## src/rtl/smg_pkg.sv

```systemverilog
// Shared constants and FSM encoding for the binary-to-BCD converter feeding the
// seven-segment display path.
package smg_pkg;

    localparam int          DIGITS      = 6;
    localparam logic [19:0] BCD_MAX_BIN = 20'd999999;
    localparam logic [23:0] BCD_SAT     = 24'h999999;

    typedef enum logic [1:0] {
        IDLE  = 2'd0,
        SHIFT = 2'd1,
        DONE  = 2'd2
    } state_t;

endpackage

```

## src/rtl/bin2bcd_number_module_if.sv

```systemverilog
// Request/result bundle between the number source (master) and the converter (slave).
// Start_Sig is a request sampled only while the converter is idle; Done_Sig is a
// one-cycle pulse marking Number_Sig/Over_Sig as freshly updated.
interface bin2bcd_number_module_if #(
    parameter int BIN_W = 20
);
    logic [BIN_W-1:0] Bin_Data;
    logic             Start_Sig;
    logic             Busy_Sig;
    logic             Done_Sig;
    logic             Over_Sig;
    logic [23:0]      Number_Sig;

    modport master (
        output Bin_Data, Start_Sig,
        input  Busy_Sig, Done_Sig, Over_Sig, Number_Sig
    );

    modport slave (
        input  Bin_Data, Start_Sig,
        output Busy_Sig, Done_Sig, Over_Sig, Number_Sig
    );
endinterface

```

## src/rtl/bin2bcd_number_module_add3.sv

```systemverilog
// One BCD digit correction stage of the double-dabble shift: add 3 when the digit
// would reach 10 or more after the next doubling.
module bcd_add3_cell (
    input  logic [3:0] in_digit,
    output logic [3:0] out_digit
);
    assign out_digit = (in_digit >= 4'd5) ? in_digit + 4'd3 : in_digit;
endmodule

```

## src/rtl/bin2bcd_number_module.sv

```systemverilog
// Iterative double-dabble converter: BIN_W shift cycles per conversion, result held
// in Number_Sig until the next conversion completes (saturating above 999999).
module bin2bcd_number_module
    import smg_pkg::*;
#(
    parameter int BIN_W = 20
) (
    input  logic                     CLK,
    input  logic                     RST,
    bin2bcd_number_module_if.slave   bus,
    output state_t                   dbg_state
);
    localparam int CNT_W = $clog2(BIN_W + 1);
    localparam logic [CNT_W-1:0] LAST_CNT = CNT_W'(BIN_W - 1);

    state_t           state_q, state_d;
    logic [BIN_W-1:0] sr_q, sr_d;
    logic [23:0]      scratch_q, scratch_d;
    logic [23:0]      scratch_adj;
    logic [CNT_W-1:0] cnt_q, cnt_d;
    logic             over_q, over_d;
    logic [23:0]      number_q, number_d;
    logic             over_out_q, over_out_d;
    logic             done_q, done_d;

    for (genvar g = 0; g < DIGITS; g++) begin : g_add3
        bcd_add3_cell u_cell (
            .in_digit  (scratch_q[4*g +: 4]),
            .out_digit (scratch_adj[4*g +: 4])
        );
    end

    always_comb begin
        state_d    = state_q;
        sr_d       = sr_q;
        scratch_d  = scratch_q;
        cnt_d      = cnt_q;
        over_d     = over_q;
        number_d   = number_q;
        over_out_d = over_out_q;
        done_d     = 1'b0;
        case (state_q)
            IDLE: begin
                if (bus.Start_Sig) begin
                    sr_d      = bus.Bin_Data;
                    scratch_d = '0;
                    cnt_d     = '0;
                    over_d    = 32'(bus.Bin_Data) > 32'(BCD_MAX_BIN);
                    state_d   = SHIFT;
                end
            end
            SHIFT: begin
                // Digits beyond the sixth fall off the top; only over-range inputs produce them.
                {scratch_d, sr_d} = {scratch_adj, sr_q} << 1;
                cnt_d = cnt_q + CNT_W'(1);
                if (cnt_q == LAST_CNT) state_d = DONE;
            end
            DONE: begin
                number_d   = over_q ? BCD_SAT : scratch_q;
                over_out_d = over_q;
                done_d     = 1'b1;
                state_d    = IDLE;
            end
            default: state_d = IDLE;
        endcase
    end

    always_ff @(posedge CLK) begin
        if (RST) begin
            state_q    <= IDLE;
            sr_q       <= '0;
            scratch_q  <= '0;
            cnt_q      <= '0;
            over_q     <= 1'b0;
            number_q   <= '0;
            over_out_q <= 1'b0;
            done_q     <= 1'b0;
        end else begin
            state_q    <= state_d;
            sr_q       <= sr_d;
            scratch_q  <= scratch_d;
            cnt_q      <= cnt_d;
            over_q     <= over_d;
            number_q   <= number_d;
            over_out_q <= over_out_d;
            done_q     <= done_d;
        end
    end

    assign bus.Busy_Sig   = (state_q != IDLE);
    assign bus.Done_Sig   = done_q;
    assign bus.Over_Sig   = over_out_q;
    assign bus.Number_Sig = number_q;
    assign dbg_state      = state_q;
endmodule

```

## src/flat_wrapper.sv

```systemverilog
// flat-port wrapper written by rule: the top's interface ports become plain ports
module bin2bcd_number_module_flat import smg_pkg::*;
#(
    parameter int BIN_W = 20
)
  (CLK, RST, dbg_state, bus_Bin_Data, bus_Start_Sig, bus_Busy_Sig, bus_Done_Sig, bus_Over_Sig, bus_Number_Sig);
  bin2bcd_number_module_if #(.BIN_W(BIN_W)) bus_i ();
  input  logic CLK;
  input  logic RST;
  output state_t dbg_state;
  input wire logic [$bits(bus_i.Bin_Data)-1:0] bus_Bin_Data;
  input wire logic [$bits(bus_i.Start_Sig)-1:0] bus_Start_Sig;
  output wire logic [$bits(bus_i.Busy_Sig)-1:0] bus_Busy_Sig;
  output wire logic [$bits(bus_i.Done_Sig)-1:0] bus_Done_Sig;
  output wire logic [$bits(bus_i.Over_Sig)-1:0] bus_Over_Sig;
  output wire logic [$bits(bus_i.Number_Sig)-1:0] bus_Number_Sig;
  assign bus_i.Bin_Data = bus_Bin_Data;
  assign bus_i.Start_Sig = bus_Start_Sig;
  assign bus_Busy_Sig = bus_i.Busy_Sig;
  assign bus_Done_Sig = bus_i.Done_Sig;
  assign bus_Over_Sig = bus_i.Over_Sig;
  assign bus_Number_Sig = bus_i.Number_Sig;
  bin2bcd_number_module #(.BIN_W(BIN_W)) u_core (.CLK(CLK), .RST(RST), .bus(bus_i), .dbg_state(dbg_state));
endmodule
```

## config.mk

```make
export PLATFORM = sky130hd
export DESIGN_NAME = bin2bcd_number_module_flat
export DESIGN_NICKNAME = d
export VERILOG_FILES = /design/src/rtl/smg_pkg.sv /design/src/rtl/bin2bcd_number_module_if.sv /design/src/rtl/bin2bcd_number_module_add3.sv /design/src/rtl/bin2bcd_number_module.sv /design/src/flat_wrapper.sv
export SDC_FILE = /design/constraint.sdc
export NUM_CORES = 1
export LEC_CHECK = 0
export CAP_MARGIN = 20
export CORE_MARGIN = 3
export CORE_UTILIZATION = 60
export CTS_BUF_LIST = sky130_fd_sc_hd__clkbuf_2 sky130_fd_sc_hd__clkbuf_4 sky130_fd_sc_hd__clkbuf_8
export DETAILED_ROUTE_END_ITERATION = 8
export PLACE_DENSITY = 0.87
export SKIP_CTS_REPAIR_TIMING = 1
export SLEW_MARGIN = 15
export SYNTH_ARGS = -nofsm -noshare
export SYNTH_HDL_FRONTEND = slang
export SYNTH_HIERARCHICAL = 1
export SYNTH_SLANG_ARGS = --single-unit
```

## constraint.sdc

```tcl
create_clock -name CLK -period 2.2 [get_ports CLK]
set_input_delay 0.33 -clock CLK [delete_from_list [all_inputs] [get_ports CLK]]
set_output_delay 0.33 -clock CLK [all_outputs]
set_load 0.1 [all_outputs]
```

==> results.py <==
metrics = {
    "logic_synthesis": {
        "syn-cell-area_um2": 3520,
        "syn-instance-count": 421,
        "avgSynthCellArea_um2": 8.36,
        "ys_warn_count": 6,
        "synth_fp_nets": 457,
    },
    "setup_path": {
        "endpoint_kind": "flip-flop",
        "cp.required_ps": 2480,
        "cp.arrival_ps": 1950,
        "crit_slowest_cell": "nor2_1",
        "worstPathMaxFanout": 13,
        "cp-start-kind": "flip-flop",
        "path_delay_family": "simple AND/OR/NAND/NOR gates",
        "cp_slowest_stage_delay_ps": 730,
        "critPathBufInv": 0,
        "crit_chain": "nand2b_1, nor2_1, a22o_1",
        "crit_type": "flip-flop to flip-flop",
    },
    "floorplan": {
        "coreArea_um2": 5610,
        "die_area_um2": 6820,
        "fp.dieW_um": 82.6,
        "start_util_pct": 62.8,
        "ios": 52,
        "die_h_um": 82.6,
        "rows": 27,
    },
    "sta": {
        "fin_skew_ps": 9.70,
        "period_share_pct": 76.3,
        "rsz0062_at_grt": "no",
        "timing.fmax_mhz": 596,
        "worst_pin_slew_ps": 954,
        "finalCriticalPeriod_ps": 1680,
        "finalSetupTns_ps": 0,
        "slew_headroom_pct": 36.2,
        "hold_viol": 0,
        "setup_viol": 0,
        "slew_viol_final": 0,
    },
    "final_layout": {
        "drive_gt1_share_pct": 13.9,
        "fillers": 465,
        "finalNonFillerCells": 540,
        "area_delta_synth_final_pct": 18.4,
        "diodes": 0,
        "nets": 501,
    },
    "route": {
        "vias_per_cell": 5.77,
        "ant_nets": 0,
        "drcViolationCount": 0,
        "wl_per_cell_um": 14.9,
        "drtIter0Drc": 183,
        "routed_wl_um": 8050,
        "dr.pass1.iters": 5,
        "via_count": 3115,
    },
    "power_and_ir_drop": {
        "total_power_mw": 2.65,
        "irDropWorstVdd_mv": 0.428,
        "p_leak_nw": 1.65,
        "power_density_nw_per_um2": 636,
    },
    "global_route": {
        "grt_overflow": 0,
        "grt_pass1_wl_um": 13000,
        "grtUsageTotal_pct": 24.9,
        "grt_max_degree": 42,
        "grt_pass1_vias": 2881,
        "antenna_found_initial": 0,
    },
    "placement": {
        "port_buffers": 51,
        "post-dp-hpwl_um": 5400,
        "dp_cells": 526,
        "place.gp.congestion": 0.787,
    },
    "flow_run": {
        "drv_cap": 0,
    },
    "status": {
        "status": "complete, no violations",
    },
    "cts": {
        "cts_tree": "done",
        "clkLatencyLatePin_ps": 340,
        "ctsLongestPathBuffers": 2,
        "numClockSinks": 78,
        "cts_root_buf": "clkbuf_8",
        "h-tree-depth": 3,
        "numCtsBuffers": 9,
        "clk_pin_slew_worst_paths_ps": 80,
    },
    "hold_path": {
        "hold_class": "flip-flop to flip-flop",
    },
}
sequential cells by signal, summed over array words and instances (netlist names):
register               cells
u_core/over_q              1
u_core/bus.Number_Sig     24
u_core/bus.Done_Sig        1
u_core/bus.Over_Sig        1
u_core/scratch_q          24
u_core/sr_q               20
u_core/dbg_state           2
u_core/cnt_q               5
where the power goes:
group	total, mW	leakage [nW]	switching (mW)	internal, mW
Clock	0.921	0.0889	0.471	0.450
Combinational	0.251	0.927	0.150	0.100
Sequential	1.48	0.634	0.0264	1.45
Total	2.65	1.65	0.647	2.00
through the flow:
stage / hold WS (ps) / setup slack, ps / utilization (%) / area, µm²
2_1_floorplan: 434 / 198 / - / 3520
3_3_place_gp: 440 / 369 / 71.4 / 4010
3_5_place_dp: 445 / 311 / 71.4 / 4010
4_1_cts: 453 / 555 / 74.3 / 4170
5_1_grt: 476 / 441 / 74.3 / 4170
6_report: 452 / 522 / 74.3 / 4170
placed cells by master (no fill, tap or decap), types with 18 or more instances in the layout:
cell type / instances
dfxtp_1: 78
nand2_1: 53
nor2_1: 53
buf_4: 39
a21oi_1: 29
nor3_1: 27
clkdlybuf4s50_1: 22
o221ai_1: 19
inv_1: 18
final timing paths:
check / start / endpoint / slack [ps] / depth (start not counted)
setup reg to reg: u_core/dbg_state[0] / u_core/scratch_q[3] / 520 / 3
hold / removal: u_core/bus.Number_Sig[9] / u_core/bus.Number_Sig[9] / 450 / 2
hold reg to reg: u_core/bus.Number_Sig[9] / u_core/bus.Number_Sig[9] / 450 / 2
setup / recovery: u_core/dbg_state[0] / u_core/scratch_q[3] / 520 / 3
worst min-delay path: cells and delay by family, from the launching register on:
kind | cells | cell delay (ps)
flip-flops | 1 | 310
AND/OR/NAND/NOR | 1 | 50
AO/OA/AOI/OAI | 1 | 50
layout make-up:
class / instances / area [µm²] / share of cell area [%]
Multi-Input combinational cell: 296 / 1750 / 42.1
Sequential cell: 78 / 1560 / 37.5
Timing Repair Buffer: 62 / 533 / 12.8
Clock buffer: 12 / 153 / 3.66
Tap cell: 72 / 90.1 / 2.16
Inverter: 18 / 67.6 / 1.62
Clock inverter: 2 / 10.0 / 0.240
metal layers:
layer / part of all wire (%) / global-route usage (%) / up-vias
met3: 3.8 / 6.07 / 13
li1: - / - / 1543
met1: 44 / 30.0 / 1483
met4: 2.0 / 10.8 / 0
met5: 0 / 0 / -
met2: 50 / 42.2 / 76
Power figures use the tool's default switching activity.
